## src/rtl/button_event_pkg.sv

```systemverilog
// Shared types, default timing constants and a parameter helper for the
// button_event block and its timers.
package button_event_pkg;

    typedef enum logic [1:0] {
        IDLE,
        SHORT,
        LONG
    } btnState_t;

    localparam int DEFAULT_LONG_PRESS_CYCLES = 50_000_000;
    localparam int DEFAULT_REPEAT_CYCLES     = 10_000_000;
    localparam int DEFAULT_COUNT_WIDTH       = 8;

    function automatic bit checkPositive(input int value, input int min_value);
        return value >= min_value;
    endfunction

endpackage

```

## src/rtl/event_timer.sv

```systemverilog
// Free-running cycle timer with synchronous clear and enable; flags the last
// count of each MAX-cycle period and wraps back to zero on its own.
module event_timer #(
    parameter int MAX = 2
) (
    input  logic clk,
    input  logic reset,
    input  logic clr,
    input  logic en,
    output logic tc
);

    localparam int W = (MAX > 1) ? $clog2(MAX) : 1;

    logic [W-1:0] count;

    assign tc = (count == W'(MAX - 1));

    // NOTE: sequential state uses non-blocking assignments so every register
    // samples pre-edge values, independent of process evaluation order.
    always_ff @(posedge clk or negedge reset) begin
        if (!reset) begin
            count <= '0;
        end else if (clr) begin
            count <= '0;
        end else if (en) begin
            count <= tc ? '0 : count + W'(1);
        end
    end

endmodule

```

## src/rtl/button_event.sv

```systemverilog
// Turns the debounced button level into registered press/release/long-press/
// repeat events and keeps a wrapping press counter.
module button_event
    import button_event_pkg::*;
#(
    parameter int LONG_PRESS_CYCLES = DEFAULT_LONG_PRESS_CYCLES,
    parameter int REPEAT_CYCLES     = DEFAULT_REPEAT_CYCLES,
    parameter int COUNT_WIDTH       = DEFAULT_COUNT_WIDTH
) (
    input  logic                   clk,
    input  logic                   reset,
    input  logic                   debounced,
    input  logic                   repeatEn,
    input  logic                   clrCount,
    output logic                   pressPulse,
    output logic                   releasePulse,
    output logic                   longPress,
    output logic                   repeatPulse,
    output logic [COUNT_WIDTH-1:0] pressCount
);

    if (!checkPositive(LONG_PRESS_CYCLES, 2) || !checkPositive(REPEAT_CYCLES, 2)) begin : g_param_check
        $error("button_event: LONG_PRESS_CYCLES and REPEAT_CYCLES must both be >= 2");
    end

    btnState_t state, state_next;

    logic long_tc;
    logic repeat_tc;
    logic press_next;
    logic release_next;
    logic long_next;
    logic repeat_next;
    logic [COUNT_WIDTH-1:0] count_next;

    // The long timer only runs in SHORT, so it is always zero on the press edge.
    event_timer #(.MAX(LONG_PRESS_CYCLES)) u_long_timer (
        .clk   (clk),
        .reset (reset),
        .clr   (state != SHORT),
        .en    (state == SHORT),
        .tc    (long_tc)
    );

    event_timer #(.MAX(REPEAT_CYCLES)) u_repeat_timer (
        .clk   (clk),
        .reset (reset),
        .clr   ((state != LONG) || !repeatEn),
        .en    ((state == LONG) && repeatEn),
        .tc    (repeat_tc)
    );

    // NOTE: every signal driven here gets a default first, so no path can
    // leave it unassigned and infer a latch.
    always_comb begin
        state_next   = state;
        press_next   = 1'b0;
        release_next = 1'b0;
        repeat_next  = 1'b0;

        case (state)
            IDLE: begin
                if (debounced) begin
                    state_next = SHORT;
                    press_next = 1'b1;
                end
            end
            SHORT: begin
                if (!debounced) begin
                    state_next   = IDLE;
                    release_next = 1'b1;
                end else if (long_tc) begin
                    state_next = LONG;
                end
            end
            LONG: begin
                if (!debounced) begin
                    state_next   = IDLE;
                    release_next = 1'b1;
                end else if (repeatEn && repeat_tc) begin
                    repeat_next = 1'b1;
                end
            end
            default: state_next = IDLE;
        endcase

        long_next = (state_next == LONG);

        if (clrCount) begin
            count_next = press_next ? COUNT_WIDTH'(1) : '0;
        end else if (press_next) begin
            count_next = pressCount + COUNT_WIDTH'(1);
        end else begin
            count_next = pressCount;
        end
    end

    always_ff @(posedge clk or negedge reset) begin
        if (!reset) begin
            state        <= IDLE;
            pressPulse   <= 1'b0;
            releasePulse <= 1'b0;
            longPress    <= 1'b0;
            repeatPulse  <= 1'b0;
            pressCount   <= '0;
        end else begin
            state        <= state_next;
            pressPulse   <= press_next;
            releasePulse <= release_next;
            longPress    <= long_next;
            repeatPulse  <= repeat_next;
            pressCount   <= count_next;
        end
    end

endmodule

```

## config.mk

```make
export PLATFORM = sky130hd
export DESIGN_NAME = button_event
export DESIGN_NICKNAME = d
export VERILOG_FILES = /design/src/rtl/button_event_pkg.sv /design/src/rtl/event_timer.sv /design/src/rtl/button_event.sv
export SDC_FILE = /design/constraint.sdc
export NUM_CORES = 1
export LEC_CHECK = 0
export CORE_ASPECT_RATIO = 0.8
export CORE_MARGIN = 3
export CORE_UTILIZATION = 45
export CTS_BUF_LIST = sky130_fd_sc_hd__clkbuf_4 sky130_fd_sc_hd__clkbuf_8 sky130_fd_sc_hd__clkbuf_16
export DETAILED_ROUTE_END_ITERATION = 8
export PLACE_DENSITY = 0.7
export SLEW_MARGIN = 30
export SYNTH_ARGS = -nofsm -noshare
export SYNTH_HDL_FRONTEND = slang
export SYNTH_SLANG_ARGS = --single-unit
```

## constraint.sdc

```tcl
create_clock -name clk -period 5.4 [get_ports clk]
set_input_delay 1.08 -clock clk [delete_from_list [all_inputs] [get_ports clk]]
set_output_delay 1.08 -clock clk [all_outputs]
set_load 0.005 [all_outputs]
```

== Word-level counts from Yosys, hierarchy flattened ==
Cells that the tools add are included.
Storage, ports and cells
  register bits: 64
  input port bits: 5
  word-level logic and storage cells: 48
Operators by class
  eq/ne operators: 7
  mux-type cells: 21
  add/subtract/negate cells: 3
  reductions and logical operators: 9
Operators with widths (count)
  $mux W26: 3
  $mux W24: 3
  $add A26 B1 Y26 const B: 1
  $eq A26 B26 Y1 const B: 1
  $add A24 B1 Y24 const B: 1
  $eq A24 B24 Y1 const B: 1
  $mux W8: 2
  $add A8 B1 Y8 const B: 1
  $mux W1: 8
  $mux W2: 4
  $pmux W2 S3: 1
  $reduce_bool A2 Y1: 3
  $eq A2 B2 Y1 const B: 2
  $eq A2 B1 Y1 const B: 1
  $logic_and A1 B1 Y1: 2
  $logic_not A2 Y1: 1
  $ne A2 B1 Y1 const B: 1
  $ne A2 B2 Y1 const B: 1
  $reduce_or A2 Y1: 1
  $logic_not A1 Y1: 1
  $logic_or A1 B1 Y1: 1

== Longest topological paths before layout ==
  depth in word-level cells: 5
  mapped depth: 7
  mapped depth without buffers: 7

== Cells and area by module ==
A second synthesis with hierarchy kept.
Second synthesis, totals
  cell total of the unflattened synthesis: 394
  area total of the unflattened synthesis: 3681.0 µm²
By module, submodules not included
  event_timer at u_long_timer: cells each 164, sequential area each 650.6 µm², area an instance 1511.4 µm², instances 1
  event_timer at u_repeat_timer: cells each 162, sequential area each 600.6 µm², area an instance 1467.7 µm², instances 1
  button_event: cells each 68, sequential area each 350.3 µm², area an instance 701.9 µm², instances 1

== Least setup slack after synthesis ==
No wires, ideal clock.
  path type: register to register
  start point: register u_repeat_timer.count[0]
  end point: register u_repeat_timer.count[2]
  clock period less this slack: 1736 ps
  buffers on the path: 2
  path slack: 3664 ps
  setup time: 121 ps
  required time: 5279 ps
  cell stages (with the launch flop): 8
  arrival time: 1614 ps
  cells stage by stage: dfrtp_1 ha_1 and4_1 clkbuf_1 nand3_1 o211ai_1 buf_2 nor2_1
Between the ends
  longest elaborated chain between the ends: 4
Ends and longest elaborated chain
  start: declaration: line event_timer.sv:15  | logic [W-1:0] count;
  start signal: assignment: line event_timer.sv:27  | count <= tc ? '0 : count + W'(1);
  $add A24 B1 Y24 or $eq A24 B24 Y1 (tied branches): line event_timer.sv:27, event_timer.sv:17
  $mux W24 *: line event_timer.sv:27
  $mux W24 *: line event_timer.sv:26  | end else if (en) begin
  $mux W24 *: line event_timer.sv:24  | end else if (clr) begin
Every way passes the cells marked *; elsewhere a longest branch is shown, timed or not. The select of a mux whose other input is x is not followed.
A chain may end at the register's enable or synchronous reset.

== Worst setup path after layout ==
  start point: register pressCount[1]
  end point: output port pressCount[1]
RTL lines
  start: declaration: line button_event.sv:19  | output logic [COUNT_WIDTH-1:0] pressCount
  start signal: assignment: line button_event.sv:112  | pressCount <= count_next;
No word-level cell between the ends.

==> flow_summary.ini <==
[outcome]
status = finished, final reports clean

[timing]
clock_skew_ps = 11.6
finalHoldViolCount = 0
setup_ws_ps = 3000
hold_ws_ps = 451
setup_viol = 0
worstMarginPinSlew_ps = 808
final-max-slew-violation-count = 0
max_freq_ghz = 0.417
slew_headroom_pct = 46.1
period_needed_ps = 2400
min_period_over_period_pct = 44.4
tns_ps = 0
rsz0062_at_grt = false

[floorplanning]
rows = 27
dieArea_um2 = 8370
ios = 17
die_h_um = 82.4
initial_core_util_pct = 47.0
fp.dieW_um = 102
coreArea_um2 = 6990

[cells_and_area]
layout.nets = 356
drive_gt1_share_pct = 8.02
n_antenna_cell = 0
fin_util_pct = 52.8
instances_no_fill = 436
synthToLayoutAreaGrowth_pct = 12.4
final_cell_mix = dfrtp_1, nor2_1, a21oi_1
layout_commonest_cell = dfrtp_1

[detailed_routing]
drc = 0
drtIter0Drc = 182
first_pass_iters = 4
wirelength_um = 6490
via_per_inst = 5.84
wl_per_cell_um = 14.9
num_vias = 2548
antenna_left = 0

[critical_path]
critPathBufInv = 1
cp-start-kind = flop
cp_slowest_stage_delay_ps = 540
critical_path_class = flop to output pin
slowest_stage = clkdlybuf4s50_1
r2r-start = u_long_timer.count[3]$_DFF_PN0_
critPathLaunch = pressCount[1]$_DFFE_PN0P_
worst-path-max-fanout = 6
r2r_cells = 4
end_kind = output pin
critical-path-top-delay-family = buffers and inverters
path_depth = 1
critPathArrivalTime_ps = 1320
critPathRequiredTime_ps = 4320
crit_chain = clkdlybuf4s50_1

[cts]
ctsRootBufferMaster = clkbuf_8
cts.sinks = 64
cts_resized = 0
numCtsBuffers = 9
clk_path_buf_depth = 2
path_clk_slew_ps = 80
clk_latency_ps = 340
cts-hold-fix-buffers = 0
cts_tree = done
post_cts_buffers = 0
h-tree-depth = 3

[min_path]
hp-class = flop to flop
hold_start = u_long_timer.count[0]$_DFF_PN0_
hold_depth = 1

[logic_synthesis]
synth.top_cell.area_share_pct = 48.8
netlist_instances = 329
synth_fp_nets = 341
ys_warn_count = 0
syn_area_um2 = 3280
synth_cell_types = 40
synth_top_cell_by_area = dfrtp_1
synth_seq_area_share_pct = 48.8
ys_seq_elements = 64
ys_top_cells_by_area = dfrtp_1, xor2_1, a21oi_1
synth_area_per_cell_um2 = 9.98

[pwr]
peakVddDrop_mv = 0.136
p_int_uw = 786
pwr-share-seq_pct = 47.9
clockPowerShare_pct = 38.3
p_comb_share_pct = 13.8
switchingPower_uw = 309
p_leak_uw = 0.00148
swShare_pct = 28.2
p_per_area_nw_per_um2 = 296

[grt]
grt_start_max_net_pins = 65
met2_usage_pct = 24.9
antenna_found_initial = 0
grt_use_met3_pct = 5.88
grt_first_pass_wirelength_um = 11000
grt_pass1_vias = 2379
grt_overflow_total = 0
busiest_layer = met2
groute.usage.overall_pct = 16.7
use_met1_pct = 23.0

[placed_design]
place_hpwl_um = 4250
place.gp.congestion = 0.777
dp_slack_ps = 2890
portBuffers = 16
dp.cells = 420

[job]
drv_cap = 0
## path summary, 6_finish.rpt
kind / slack (ps) / end
worst max-delay path: 3000 / pressCount[1]
worst min-delay path: 450 / u_long_timer.count[0]$_DFF_PN0_
worst max register to register: 3100 / u_long_timer.count[25]$_DFF_PN0_
worst min register to register: 450 / u_long_timer.count[0]$_DFF_PN0_
max in group asynchronous: 3950 / u_long_timer.count[19]$_DFF_PN0_
min in group asynchronous: 910 / u_repeat_timer.count[15]$_DFF_PN0_
## Yosys cell counts, drive strengths merged
cell / number
nor4: 1
nor4bb: 2
nor3: 2
inv: 9
or4: 18
a22oi: 1
xor2: 22
clkbuf: 3
a21oi: 29
and4b: 1
a211oi: 1
nor2b: 2
xnor2: 5
o211ai: 1
nand4: 19
o31ai: 18
or4b: 1
nor2: 31
or3: 8
and3: 9
and2: 4
o21ai: 10
nor4b: 3
a21o: 1
buf: 11
nand2: 18
dfrtp: 64
o21a: 1
and4: 6
ha: 7
o211a: 1
nand3: 20
## stage by stage
stage               power, µW  cell area [µm²]
finish                   1090             3690
global route             1150             3690
CTS                      1110             3690
detailed placement        686             3490
global placement          678             3480
floorplan                 625             3280
## registers in the layout, indices dropped and copies added (netlist names)
signal,flops
u_long_timer.count,26
longPress,1
pressCount,8
state,2
repeatPulse,1
releasePulse,1
u_repeat_timer.count,24
pressPulse,1
## layout make-up
cell class,instances,area [µm²]
Clock buffer,10,138
Clock inverter,6,67.6
Tap cell,87,109
Timing Repair Buffer,18,170
Inverter,9,33.8
Sequential cell,64,1600
Fill cell,621,3300
Multi-Input combinational cell,242,1570
## cell families after synthesis
| group | count (synthesis) | synth area share (%) |
|---|---|---|
| and+or+nand+nor | 145 | 25.9 |
| xor gates and xnor gates | 27 | 7.20 |
| buffers and inverters | 23 | 3.62 |
| AOI/OAI and AO/OA | 63 | 11.8 |
| DFF | 64 | 48.8 |
| adders and majority gates | 7 | 2.67 |
## routing by layer
metal / routed length [µm] / up-vias
li1: - / 1245
met1: 3170 / 1229
met2: 2970 / 68
met3: 284 / 6
met4: 64 / 0
met5: 0 / -
## power by group through the flow
stage	logic, µW	clock network (µW)	registers [µW]
floorplan	95.1	0	529
global placement	146	0	532
detailed placement	153	0	533
CTS	155	434	524
global route	172	451	529
finish	151	420	524
Power figures use the tool's default switching activity.
